===== src/rtl/vic_regs.sv =====
// VIC-style register file: sixteen CPU-visible registers, decoded video fields and raster readback.
// Optional raster line counter is built only when VIC_RASTER_EN is defined.
module vic_regs (
  input  logic        clk,
  input  logic        reset,
  input  logic        cpu_cs,
  input  logic        cpu_we,
  input  logic [3:0]  cpu_addr,
  input  logic [7:0]  cpu_din,
  output logic [7:0]  cpu_dout,
  input  logic        vga_hs,
  input  logic        vga_vs,
  output logic [15:0] screen_addr,
  output logic [15:0] char_rom_addr,
  output logic [15:0] color_ram_addr,
  output logic [6:0]  xorigin,
  output logic [6:0]  yorigin,
  output logic [6:0]  rows,
  output logic [6:0]  cols,
  output logic [2:0]  border_color,
  output logic [3:0]  back_color,
  output logic [3:0]  aux_color,
  output logic        inverted,
  output logic        chars8x16,
  output logic [3:0]  volume
);

  logic [7:0]  regs [16];
  logic [8:0]  raster;
  logic [7:0]  rd_data;
  logic [13:0] screen_vic;
  logic [13:0] char_vic;
  logic        wr_allowed;

  // R4 and R6-R9 reflect hardware state, so CPU writes to them are dropped.
  always_comb begin
    wr_allowed = 1'b1;
    case (cpu_addr)
      4'h4, 4'h6, 4'h7, 4'h8, 4'h9: wr_allowed = 1'b0;
      default: wr_allowed = 1'b1;
    endcase
  end

  always_ff @(posedge clk) begin
    if (reset) begin
      for (int i = 0; i < 16; i++) regs[i] <= 8'h00;
    end else if (cpu_cs && cpu_we && wr_allowed) begin
      regs[cpu_addr] <= cpu_din;
    end
  end

  always_comb begin
    rd_data = regs[cpu_addr];
    case (cpu_addr)
      4'h3:       rd_data = {raster[0], regs[3][6:0]};
      4'h4:       rd_data = raster[8:1];
      4'h6, 4'h7: rd_data = 8'h00;
      4'h8, 4'h9: rd_data = 8'hFF;
      default:    rd_data = regs[cpu_addr];
    endcase
  end

  always_ff @(posedge clk) begin
    if (reset) begin
      cpu_dout <= 8'h00;
    end else if (cpu_cs && !cpu_we) begin
      cpu_dout <= rd_data;
    end
  end

`ifdef VIC_RASTER_EN
  logic       hs_q;
  logic       vs_q;
  logic [9:0] line_cnt;

  // Frame sync wins over a coincident line sync so each frame starts at line 0.
  always_ff @(posedge clk) begin
    if (reset) begin
      hs_q     <= 1'b0;
      vs_q     <= 1'b0;
      line_cnt <= 10'd0;
    end else begin
      hs_q <= vga_hs;
      vs_q <= vga_vs;
      if (vs_q && !vga_vs) begin
        line_cnt <= 10'd0;
      end else if (hs_q && !vga_hs && (line_cnt != 10'd1023)) begin
        line_cnt <= line_cnt + 10'd1;
      end
    end
  end

  assign raster = line_cnt[9:1];
`else
  logic unused_sync;
  assign unused_sync = vga_hs ^ vga_vs;
  assign raster      = 9'd0;
`endif

  logic unused_regs;
  assign unused_regs = ^{regs[3][7], regs[4], regs[6], regs[7], regs[8], regs[9]};

  // VIC address space is 14 bits; bit 13 selects the CPU half it appears in.
  assign screen_vic     = {regs[5][7:4], regs[2][7], 9'b0};
  assign char_vic       = {regs[5][3:0], 10'b0};
  assign screen_addr    = {~screen_vic[13], 2'b00, screen_vic[12:0]};
  assign char_rom_addr  = {~char_vic[13], 2'b00, char_vic[12:0]};
  assign color_ram_addr = regs[2][7] ? 16'h9600 : 16'h9400;

  assign xorigin      = regs[0][6:0];
  assign yorigin      = regs[1][6:0];
  assign cols         = regs[2][6:0];
  assign rows         = {1'b0, regs[3][6:1]};
  assign chars8x16    = regs[3][0];
  assign aux_color    = regs[14][7:4];
  assign volume       = regs[14][3:0];
  assign back_color   = regs[15][7:4];
  assign inverted     = regs[15][3];
  assign border_color = regs[15][2:0];

endmodule


===== config.mk =====
export PLATFORM = sky130hd
export DESIGN_NAME = vic_regs
export DESIGN_NICKNAME = d
export VERILOG_FILES = /design/src/rtl/vic_regs.sv
export SDC_FILE = /design/constraint.sdc
export NUM_CORES = 1
export LEC_CHECK = 0
export ABC_CLOCK_PERIOD_IN_PS = 4500
export CORE_ASPECT_RATIO = 0.7
export CORE_MARGIN = 5
export CORE_UTILIZATION = 44
export CTS_CLUSTER_SIZE = 24
export DETAILED_ROUTE_END_ITERATION = 10
export HOLD_SLACK_MARGIN = 0.08
export PLACE_DENSITY = 0.67
export SETUP_SLACK_MARGIN = 0.05
export SYNTH_ARGS = -nofsm -noshare
export SYNTH_HDL_FRONTEND = slang
export SYNTH_SLANG_ARGS = --single-unit

===== constraint.sdc =====
create_clock -name clk -period 4.5 [get_ports clk]
set_input_delay 0.9 -clock clk [delete_from_list [all_inputs] [get_ports clk]]
set_output_delay 0.9 -clock clk [all_outputs]
set_load 0.02 [all_outputs]

==> results of run 1 <==
## placed cells by master (no fill, tap or decap), types with 7 or more instances in the layout
cell	count
sky130_fd_sc_hd__edfxtp_1	103
sky130_fd_sc_hd__and2_1	88
sky130_fd_sc_hd__clkdlybuf4s50_1	76
sky130_fd_sc_hd__conb_1	55
sky130_fd_sc_hd__mux2i_1	26
sky130_fd_sc_hd__nor2_1	16
sky130_fd_sc_hd__or2_2	12
sky130_fd_sc_hd__buf_4	11
sky130_fd_sc_hd__nor2b_1	10
sky130_fd_sc_hd__o21ai_0	9
sky130_fd_sc_hd__clkbuf_16	9
sky130_fd_sc_hd__nand2_1	8
sky130_fd_sc_hd__nand3_1	8
sky130_fd_sc_hd__dfxtp_1	8
sky130_fd_sc_hd__o211ai_1	7
sky130_fd_sc_hd__a21oi_1	7
## registers in the layout (all words and copies together) (netlist names)
register  count
cpu_dout      8
regs        103
## area by class of cell
cell class	instances	area, um^2
clock buffers	13	250.2
clock inverters	3	43.79
multi-input cells	299	1968
flip-flops and latches	111	3253
well taps	162	202.7
repair buffers	88	848.3
inverters	4	15.01
fillers	1067	5968
## cells by family (layout without fill, tap and decap cells)
logic type	after synthesis	in the layout	share of synthesized area, %
other	2	55	0.1319
AOI/OAI and AO/OA	50	50	6.923
and+or+nand+nor	157	157	16.29
buffers and inverters	99	108	11.78
DFF	111	111	57.14
muxes	37	37	7.736
## report_power, final
group          internal (mW)  switching, mW
combinational          0.120          0.196
sequential              1.19         0.0278
clock                  0.448          0.341
## stage by stage
step	util [%]	hold slack, ns
2_1_floorplan	-	0.5691
3_3_place_gp	50.10	0.4988
3_5_place_dp	50.10	0.4960
4_1_cts	52.44	0.5056
5_1_grt	52.44	0.5428
6_report	52.44	0.5020
## worst max-delay path, cell delays in order
cell and delay [ns]:
sky130_fd_sc_hd__clkdlybuf4s50_1 0.43, sky130_fd_sc_hd__buf_4 0.28, sky130_fd_sc_hd__or3_1 0.46, sky130_fd_sc_hd__nor2_1 0.50, sky130_fd_sc_hd__or2_2 0.37
## worst paths after layout
check                             end  slack [ns]                     start
min          cpu_dout[3]$_SDFFE_PP0P_        0.50  cpu_dout[3]$_SDFFE_PP0P_
max reg2reg  cpu_dout[7]$_SDFFE_PP0P_        2.87  regs[2][7]$_SDFFCE_PN0P_
max          regs[2][7]$_SDFFCE_PN0P_        1.56               cpu_addr[3]
min reg2reg  cpu_dout[3]$_SDFFE_PP0P_        0.50  cpu_dout[3]$_SDFFE_PP0P_
## metal layers
layer | track usage (%) | vias up
met3 | 5.539 | 21
met4 | 5.081 | 0
li1 | - | 1618
met5 | 0 | -
met1 | 23.29 | 1657
met2 | 27.66 | 138
==> flow_summary.rst, run 1 <==
.. list-table::
   :header-rows: 1

   * - Metric
     - Value
   * - Run status
     - completed
   * - GRT overflow
     - 0
   * - Final worst path period share
     - 65.33%
   * - Setup-failing EPs final
     - 0
   * - Depth of the worst register-to-register path
     - 4
   * - Cell count of the worst hold path
     - 2
   * - Clock root cell
     - sky130_fd_sc_hd__clkbuf_16
   * - Peak supply drop
     - 0.2366 mV
   * - Worst EP required
     - roughly 4.5 ns
   * - Fraction of final layout cells with drive strength greater than 1
     - 10.62%
   * - Area growth syn-to-layout
     - 15.60%
   * - Setup bufs post-CTS
     - 0
   * - Drt wl/cell
     - 19.52 um
   * - Starting density of the core
     - 45.36%
   * - CTS tree
     - built
   * - Flop and latch count out of synthesis
     - 111
   * - Highest Clock Rate
     - 340.2 MHz
   * - Pin count of the biggest net entering global routing
     - 42
   * - Final RePlAce weighted congestion
     - 0.8205
   * - Met2 wire len
     - 6063 um
   * - Per-cell via count in the routed design
     - 5.050
   * - CTS HTree Levels
     - 3
   * - Startpoint type of the worst setup path
     - primary input
   * - Routed met1 length
     - approximately 5800 um
   * - Area leader, netlist
     - sky130_fd_sc_hd__edfxtp_1
   * - Cell Count, Final, Fillers Out
     - 680
   * - Crit. End Element
     - flip-flop
   * - Hold Path Class
     - reg -> reg
   * - Setup repair after global routing missed its margin
     - false
   * - Chip Height
     - 105.2 um
   * - Initial drt markers
     - 281
   * - Residual antenna-violating net count after detailed routing
     - 0
   * - Ratio of total power to cell area
     - approximately 350 nW/um^2
   * - Most common flop cell mapped by yosys
     - sky130_fd_sc_hd__edfxtp_1
   * - Synth unique cells
     - 42
   * - Most frequent cell after synthesis
     - sky130_fd_sc_hd__edfxtp_1
   * - Length of the first detailed-routing pass in iterations
     - 4
   * - First-pass GRT wire length
     - 20330 um
   * - Max cap viols
     - 0
   * - Core area
     - 12550 um^2
   * - Die Span X
     - 146.0 um
   * - Total length of routed met3 wires
     - 1138 um
   * - Post-CTS Hold Fix Bufs
     - 0
   * - Cell total after placement
     - 664
   * - Actual slew at the worst max-slew pin
     - around 0.90 ns
   * - Crit Path Category
     - in -> reg
   * - Avg Synthesized Cell Area
     - 12.48 um^2
   * - Overall via count from detail_route
     - 3434
   * - Final worst path period need
     - 2.940 ns
   * - Deepest clock path buffer count
     - 2
   * - Count of flip-flops with a built-in enable after synthesis
     - 103
   * - Dpl hpwl
     - 9483 um
   * - Initial antenna violation count
     - 0
   * - TNS Setup
     - 0 ns
   * - Number of global-route vias before repair
     - 3548
   * - Standby leakage power
     - 2.442 nW
   * - Count of mapped cells out of synthesis
     - 456
   * - Clock latency of the later-clocked register in the worst-skew pair
     - 0.35 ns
   * - Total power
     - 2.320 mW
   * - Fin Clk Skew
     - a little under 0.008 ns
   * - Proportion of synthesized chip area in sequential cells
     - between 50% and 60%
   * - Critical-path maximum fanout
     - 38
   * - Final WS setup
     - 1.560 ns
   * - Final design instance area without fill
     - 6581 um^2
   * - Post-DP Area
     - roughly 6300 um^2
   * - Hold Violations, Final
     - 0
   * - CTS Buf Count
     - 9
   * - Top cells by count, synth
     - sky130_fd_sc_hd__edfxtp_1 (103), sky130_fd_sc_hd__and2_1 (88), sky130_fd_sc_hd__buf_4 (70), sky130_fd_sc_hd__mux2i_1 (26), sky130_fd_sc_hd__clkbuf_1 (18)
   * - Top-level I/O count
     - between 100 and 150
   * - Number of warnings issued by yosys
     - 0
   * - Worst slew margin relative to its limit
     - 40.33%
   * - Global routing usage summed across all routing layers
     - 17.49%
   * - Synthesized cell area
     - ~5700 um^2
   * - Clock input transition at the sequential cells of the worst setup and hold paths
     - about 0.07 ns
   * - PostCTS Resize Cnt
     - 0
   * - Share of the synthesized area in the top cell type
     - a little over half
   * - Floorplan row count
     - 34
   * - Async set-reset flop share out of synthesis
     - 0%
   * - Total die area
     - roughly 15000 um^2
   * - Data arrival at the endpoint of the critical path
     - 2.97 ns
   * - Placement-stage worst setup slack
     - 1.221 ns
   * - Number of nets in the layout
     - 531
   * - Topmost layer with routed signal wires
     - met4
   * - Ant. Diodes
     - 0
   * - Synth area leaders
     - sky130_fd_sc_hd__edfxtp_1 (54%), sky130_fd_sc_hd__and2_1 (9.7%), sky130_fd_sc_hd__buf_4 (9.2%), sky130_fd_sc_hd__mux2i_1 (4.6%), sky130_fd_sc_hd__dfxtp_1 (2.8%)
   * - Total Routed Length
     - 13270 um
   * - # port buffers
     - 77
   * - Clock Sinks
     - 111
   * - # DRC
     - 0
   * - Number of slew-limit violations in the final report
     - 0
(Power assumes the default switching activity.)
==> run 2, diff against run 1 <==
ABC_CLOCK_PERIOD_IN_PS = 2600   (was 4500)
PLACE_DENSITY = 0.7   (was 0.67)
clock period = 2.6 ns   (was 4.5 ns; I/O delays follow)
==> run 2 against run 1 <==
  * Setup slack got worse by 1.1 ns
  * Worst hold slack improved by 0.029 ns
  * Critical path depth unchanged
  * Design area increased by 1.4%
  * Die area did not move
  * Clock-buffer cell count decreased by 3
  * Sequential cell count unchanged
  * Via count rose by 3.5%
  * Sequential share of layout area is 0.69 points lower
  * Clock power is 69% higher
  * Total power rose by 72%
  * Critical endpoint is now cpu_dout[3]$_SDFFE_PP0P_
  * Largest power group unchanged
  * Highest routed layer unchanged
==> flow_summary.rst, run 2 (synthesized netlist as in run 1, its figures left out) <==
.. list-table::
   :header-rows: 1

   * - Metric
     - Value
   * - Ant. Diodes
     - 0 (unchanged)
   * - Register name with the most flops
     - regs
   * - Final worst path period need
     - about 2.1 ns
   * - Number of nets in the layout
     - 542 (+2.1%)
   * - Slowest cell on the critical path
     - sky130_fd_sc_hd__clkdlybuf4s50_1
   * - Final worst path period share
     - 81.06%
   * - Standby leakage power
     - 2.502 nW (+2.5%)
   * - Setup-failing EPs final
     - 0 (unchanged)
   * - CTS Buf Count
     - 9 (unchanged)
   * - TNS Setup
     - 0 ns (unchanged)
   * - Number of slew-limit violations in the final report
     - 0 (unchanged)
   * - Data arrival at the endpoint of the critical path
     - 2.36 ns (-0.61 ns)
   * - Hold Violations, Final
     - 0 (unchanged)
   * - Peak supply drop
     - 0.3543 mV (+50%)
   * - Crit-path max cell delay
     - 0.60 ns (+0.10 ns)
   * - Fin Clk Skew
     - 0.007897 ns (+0.00002157 ns)
   * - First-pass GRT wire length
     - 20640 um (+1.5%)
   * - Max reg flops
     - 103 (unchanged)
   * - Chip Height
     - 105.2 um (unchanged)
   * - Worst-path cell chain
     - clkdlybuf4s50_1 > buf_12 > and2_1 > a221o_1 > a311oi_1
   * - Startpoint type of the worst setup path
     - primary input
   * - Ratio of total power to cell area
     - 597.8 nW/um^2 (+70%)
   * - Worst slew margin relative to its limit
     - 60.21% (+20 points)
   * - Clock latency of the later-clocked register in the worst-skew pair
     - 0.35 ns (about the same)
   * - Initial drt markers
     - 261 (-7.1%)
   * - # port buffers
     - 77 (unchanged)
   * - Global routing usage summed across all routing layers
     - 17.85% (+0.36 points)
   * - Critical-path maximum fanout
     - 18 (-53%)
   * - Highest Clock Rate
     - approximately 470 MHz
   * - Utilization after layout
     - 53.19% (+0.75 points)
   * - Overall via count from detail_route
     - 3554 (+3.5%)
   * - Initial antenna violation count
     - 0 (unchanged)
   * - Number of global-route vias before repair
     - 3588 (+1.1%)
   * - Clock input transition at the sequential cells of the worst setup and hold paths
     - 0.07 ns (about the same)
   * - Residual antenna-violating net count after detailed routing
     - 0 (unchanged)
   * - Core area
     - 12550 um^2 (unchanged)
   * - Starting density of the core
     - 45.36% (unchanged)
   * - Area growth syn-to-layout
     - 17.25%
   * - Post-CTS Hold Fix Bufs
     - 0 (unchanged)
   * - Hold Path Class
     - reg -> reg
   * - Clock root cell
     - sky130_fd_sc_hd__clkbuf_16
   * - Fraction of final layout cells with drive strength greater than 1
     - 12.29% (+1.7 points)
   * - Final RePlAce weighted congestion
     - 0.9499 (+16%)
   * - Crit. End Element
     - flip-flop
   * - Total Routed Length
     - 13640 um (+2.8%)
   * - Total power
     - 3.990 mW (+72%)
   * - Clock Sinks
     - 111 (unchanged)
   * - Most frequent cells in the layout
     - sky130_fd_sc_hd__edfxtp_1 (103), sky130_fd_sc_hd__and2_1 (88), sky130_fd_sc_hd__clkdlybuf4s50_1 (76)
   * - Die Span X
     - 146.0 um (unchanged)
   * - Post-DP Area
     - 6395 um^2 (+1.7%)
   * - Filler cell count in the final layout
     - 1069 (+0.19%)
   * - Length of the first detailed-routing pass in iterations
     - 5 (+1)
   * - GRT overflow
     - 0 (unchanged)
   * - Drt wl/cell
     - 19.75 um (+1.2%)
   * - Deepest clock path buffer count
     - 2 (unchanged)
   * - CTS tree
     - built
   * - Floorplan row count
     - 34 (unchanged)
   * - Setup repair after global routing missed its margin
     - false
   * - Run status
     - completed
   * - CTS HTree Levels
     - 3 (unchanged)
   * - PostCTS Resize Cnt
     - 0 (unchanged)
   * - Largest registers ranked by flip-flop count
     - regs (103), cpu_dout (8)
   * - Actual slew at the worst max-slew pin
     - 0.5950 ns (-0.3001 ns)
   * - Final design instance area without fill
     - 6675 um^2 (+1.4%)
   * - Worst EP required
     - 2.86 ns (-1.67 ns)
   * - Max cap viols
     - 0 (unchanged)
   * - Total die area
     - 15350 um^2 (unchanged)
   * - Crit Path Category
     - in -> reg
   * - Top-level I/O count
     - 119 (unchanged)
   * - Leading cell type in the layout, fill and taps excluded
     - sky130_fd_sc_hd__edfxtp_1
   * - Setup bufs post-CTS
     - 0 (unchanged)
   * - Per-cell via count in the routed design
     - 5.143 (+1.8%)
   * - # DRC
     - 0 (unchanged)
   * - Pin count of the biggest net entering global routing
     - 36 (-14%)
   * - Dpl hpwl
     - 9924 um (+4.6%)
-- run 2: changes by cell type in the layout (fill, tap and decap cells not counted) --
cell,previous run,this run
sky130_fd_sc_hd__clkbuf_8,1,0
sky130_fd_sc_hd__clkinv_4,1,0
sky130_fd_sc_hd__clkinv_2,1,2
sky130_fd_sc_hd__buf_12,0,2
sky130_fd_sc_hd__clkinv_1,0,3
sky130_fd_sc_hd__buf_4,11,20
sky130_fd_sc_hd__clkbuf_1,3,1
-- run 2: where the power goes --
group | switching (mW) | total, mW | internal [mW]
clock | 0.594 | 1.33 | 0.734
sequential | 0.0497 | 2.10 | 2.05
combinational | 0.341 | 0.557 | 0.217
total | 0.984 | 3.99 | 3.01
-- run 2: metal layers --
metal / GRT usage [%] / wire, um
met1: 23.28 / 5903
met2: 29.45 / 6574
met3: 5.452 / 1016
met4: 4.201 / 149
met5: 0 / 0
-- run 2: worst max-delay path, delay by kind of cell --
family | cells | cell delay [ns]
buffers and inverters | 2 | 0.85
AOI/OAI and AO/OA | 2 | 0.70
and+or+nand+nor | 1 | 0.28
-- run 2: worst paths after layout --
| check | from | depth (start not counted) | endpoint | slack [ns] |
|---|---|---|---|---|
| worst max-delay path | cpu_addr[0] | 5 | cpu_dout[3]$_SDFFE_PP0P_ | 0.49 |
| worst max register to register | regs[2][7]$_SDFFCE_PN0P_ | 4 | cpu_dout[7]$_SDFFE_PP0P_ | 0.94 |
| worst min register to register | cpu_dout[4]$_SDFFE_PP0P_ | 2 | cpu_dout[4]$_SDFFE_PP0P_ | 0.53 |
| worst min-delay path | cpu_dout[4]$_SDFFE_PP0P_ | 2 | cpu_dout[4]$_SDFFE_PP0P_ | 0.53 |
-- run 2: cell type report --
type / count / area (um^2) / area share, %
repair buffers: 99 / 955.9 / 14.32
inverters: 4 / 15.01 / 0.2249
multi-input cells: 299 / 1968 / 29.48
well taps: 162 / 202.7 / 3.037
clock buffers: 10 / 229.0 / 3.430
flip-flops and latches: 111 / 3253 / 48.73
clock inverters: 6 / 51.30 / 0.7685
-- run 2: through the flow --
stage	std cells	worst slack (ns)	hold slack, ns
floorplan	509	0.6452	0.5691
global placement	675	0.1584	0.5146
detailed placement	675	0.1452	0.5229
CTS	691	0.5047	0.5326
global route	691	0.3416	0.5586
finish	691	0.4924	0.5305
==> run 3, diff against run 2 <==
ABC_CLOCK_PERIOD_IN_PS = 2080   (was 2600)
PLACE_DENSITY = 0.67   (was 0.7)
clock period = 2.08 ns   (was 2.6 ns; I/O delays follow)
==> run 3 against run 2 <==
  * Worst hold slack worse by 0.0024 ns
  * Clock power rose by 32%
  * Clock-buffer cell count down 1
  * First-iteration DRC count decreased by 12%
  * Non-clock buffer count increased by 18
  * Setup slack got worse by 0.31 ns
  * Critical path type unchanged
  * Die area unchanged
  * Global-route usage is 0.098 points higher
  * Sequential cell count did not move
  * Wire length about the same
  * Largest cell class unchanged
  * Clock skew increased by 0.00085 ns
==> flow_summary.rst, run 3 (synthesized netlist as in run 1, its figures left out) <==
.. list-table::
   :header-rows: 1

   * - Metric
     - Value
   * - Hold Violations, Final
     - 0 (unchanged)
   * - Initial drt markers
     - 229 (-12%)
   * - Crit. End Element
     - flip-flop
   * - Register name with the most flops
     - regs
   * - Total Routed Length
     - 13650 um (about the same)
   * - Setup-failing EPs final
     - 0 (unchanged)
   * - Slack of the worst reg-to-reg path
     - 0.36 ns (-0.58 ns)
   * - Cell type group with the largest total delay on the critical path
     - simple AND/OR/NAND/NOR gates
   * - PostCTS Resize Cnt
     - 0 (unchanged)
   * - Cell total after placement
     - 693 (+2.7%)
   * - Data arrival at the endpoint of the critical path
     - 1.94 ns (-0.42 ns)
   * - Ant. Diodes
     - 0 (unchanged)
   * - Max reg flops
     - 103 (unchanged)
   * - Standby leakage power
     - 2.593 nW (+3.6%)
   * - Post-CTS Hold Fix Bufs
     - 0 (unchanged)
   * - Core area
     - 12550 um^2 (unchanged)
   * - CTS HTree Levels
     - 3 (unchanged)
   * - Hold Path Class
     - reg -> reg
   * - Clock latency of the later-clocked register in the worst-skew pair
     - 0.35 ns (about the same)
   * - Overall via count from detail_route
     - 3586 (+0.90%)
   * - Cell repeated most along the worst path
     - sky130_fd_sc_hd__or2_2
   * - Peak supply drop
     - 0.4471 mV (+26%)
   * - Chip Height
     - 105.2 um (unchanged)
   * - Deepest clock path buffer count
     - 2 (unchanged)
   * - Initial antenna violation count
     - 0 (unchanged)
   * - Area growth syn-to-layout
     - 20.07%
   * - # port buffers
     - 77 (unchanged)
   * - Startpoint type of the worst setup path
     - primary input
   * - # DRC
     - 0 (unchanged)
   * - Leading cell type in the layout, fill and taps excluded
     - sky130_fd_sc_hd__edfxtp_1
   * - Most frequent cells in the layout
     - sky130_fd_sc_hd__edfxtp_1 (103), sky130_fd_sc_hd__and2_1 (88), sky130_fd_sc_hd__clkdlybuf4s50_1 (76)
   * - Critical-path maximum fanout
     - 8 (-10)
   * - Clock root cell
     - sky130_fd_sc_hd__clkbuf_16
   * - Fin Clk Skew
     - 0.008745 ns (+0.0008481 ns)
   * - Crit-path max cell delay
     - 0.51 ns (-0.09 ns)
   * - Worst slew margin relative to its limit
     - 55.84% (-4.4 points)
   * - Worst-path cell chain
     - clkdlybuf4s50_1 > nand4b_1 > or2_2 > nor3_1 > or2_2
   * - Post-DP Area
     - 6530 um^2 (+2.1%)
   * - Length of the first detailed-routing pass in iterations
     - 5 (unchanged)
   * - GRT overflow
     - 0 (unchanged)
   * - TNS Setup
     - 0 ns (unchanged)
   * - Global routing usage summed across all routing layers
     - 17.94% (+0.098 points)
   * - Number of nets in the layout
     - 560 (+3.3%)
   * - Total die area
     - 15350 um^2 (unchanged)
   * - Final worst path period share
     - about nine tenths
   * - Crit Path Category
     - in -> reg
   * - Highest Clock Rate
     - 526.5 MHz
   * - Run status
     - completed
   * - Starting density of the core
     - 45.36% (unchanged)
   * - Dpl hpwl
     - 10050 um (+1.3%)
   * - Drt wl/cell
     - 19.26 um (-2.5%)
   * - Clock input transition at the sequential cells of the worst setup and hold paths
     - 0.07 ns (about the same)
   * - Die Span X
     - 146.0 um (unchanged)
   * - Worst EP required
     - 2.12 ns (-0.74 ns)
   * - Pin count of the biggest net entering global routing
     - 36 (unchanged)
   * - Total buffers and inverters traversed by the critical path
     - 1 (-1)
   * - Setup repair after global routing missed its margin
     - false
   * - Number of global-route vias before repair
     - 3703 (+3.2%)
   * - Ratio of total power to cell area
     - 746.9 nW/um^2 (+25%)
   * - Clock Sinks
     - 111 (unchanged)
   * - Residual antenna-violating net count after detailed routing
     - 0 (unchanged)
   * - Fraction of final layout cells with drive strength greater than 1
     - 15.90% (+3.6 points)
   * - Slowest cell on the critical path
     - sky130_fd_sc_hd__clkdlybuf4s50_1
   * - Cell Count, Final, Fillers Out
     - 709 (+2.6%)
   * - Floorplan row count
     - 34 (unchanged)
   * - Setup bufs post-CTS
     - 0 (unchanged)
   * - Final RePlAce weighted congestion
     - 0.9109 (-4.1%)
   * - Per-cell via count in the routed design
     - 5.058 (-1.7%)
   * - Largest registers ranked by flip-flop count
     - regs (103), cpu_dout (8)
   * - First-pass GRT wire length
     - 21060 um (+2.0%)
   * - Final worst path period need
     - 1.899 ns
   * - Max cap viols
     - 0 (unchanged)
   * - Actual slew at the worst max-slew pin
     - 0.6604 ns (+0.06537 ns)
   * - Final design instance area without fill
     - 6835 um^2 (+2.4%)
   * - Number of slew-limit violations in the final report
     - 0 (unchanged)
   * - CTS Buf Count
     - 9 (unchanged)
   * - Top-level I/O count
     - 119 (unchanged)
   * - CTS tree
     - built
   * - Utilization after layout
     - 54.47% (+1.3 points)
==> run 3: changes by cell type in the layout (fill, tap and decap cells not counted), sizes merged <==
cell | before | now
clkinv | 5 | 2
buf | 23 | 41
clkinvlp | 0 | 2
inv | 4 | 6
clkbuf | 10 | 9
==> run 3: worst min-delay path: stages, from the launching register on <==
cell and delay, ns:
sky130_fd_sc_hd__dfxtp_1 0.33, sky130_fd_sc_hd__nor2_1 0.10, sky130_fd_sc_hd__a311oi_1 0.05
==> run 3: final timing paths <==
kind / startpoint / to / cells past startpoint
setup / recovery: cpu_we / regs[12][3]$_SDFFCE_PN0P_ / 5
hold / removal: cpu_dout[4]$_SDFFE_PP0P_ / cpu_dout[4]$_SDFFE_PP0P_ / 2
setup reg to reg: regs[2][7]$_SDFFCE_PN0P_ / cpu_dout[7]$_SDFFE_PP0P_ / 4
hold reg to reg: cpu_dout[4]$_SDFFE_PP0P_ / cpu_dout[4]$_SDFFE_PP0P_ / 2
==> run 3: power breakdown <==
part	total (mW)	internal, mW	switching, mW
sequential	2.63	2.57	0.0642
clock	1.75	0.947	0.806
combinational	0.720	0.290	0.430
total	5.11	3.80	1.30
==> run 3: per-layer routing <==
metal / share of wire [%] / GRT usage, % / up-vias / wire length [um]
met5: 0 / 0 / - / 0
met4: 1.3 / 4.268 / 0 / 172
met3: 7.6 / 5.366 / 22 / 1033
met2: 47 / 29.12 / 146 / 6449
met1: 44 / 23.86 / 1741 / 5998
li1: - / - / 1677 / -
==> run 3: area by class of cell <==
type,count,area (um^2)
clock buffers,9,225.2
clock inverters,7,80.08
fillers,1037,5714
inverters,4,15.01
multi-input cells,299,1968
flip-flops and latches,111,3253
well taps,162,202.7
repair buffers,117,1091
==> run 3: metrics by stage <==
step	setup slack (ns)	hold WS, ns	total power [mW]
detailed placement	-0.1766	0.5146	3.400
CTS	0.1802	0.5250	5.141
global placement	-0.1314	0.5157	3.386
global route	0.1082	0.5454	5.292
floorplan	0.2292	0.5691	3.173
finish	0.1806	0.5282	5.105
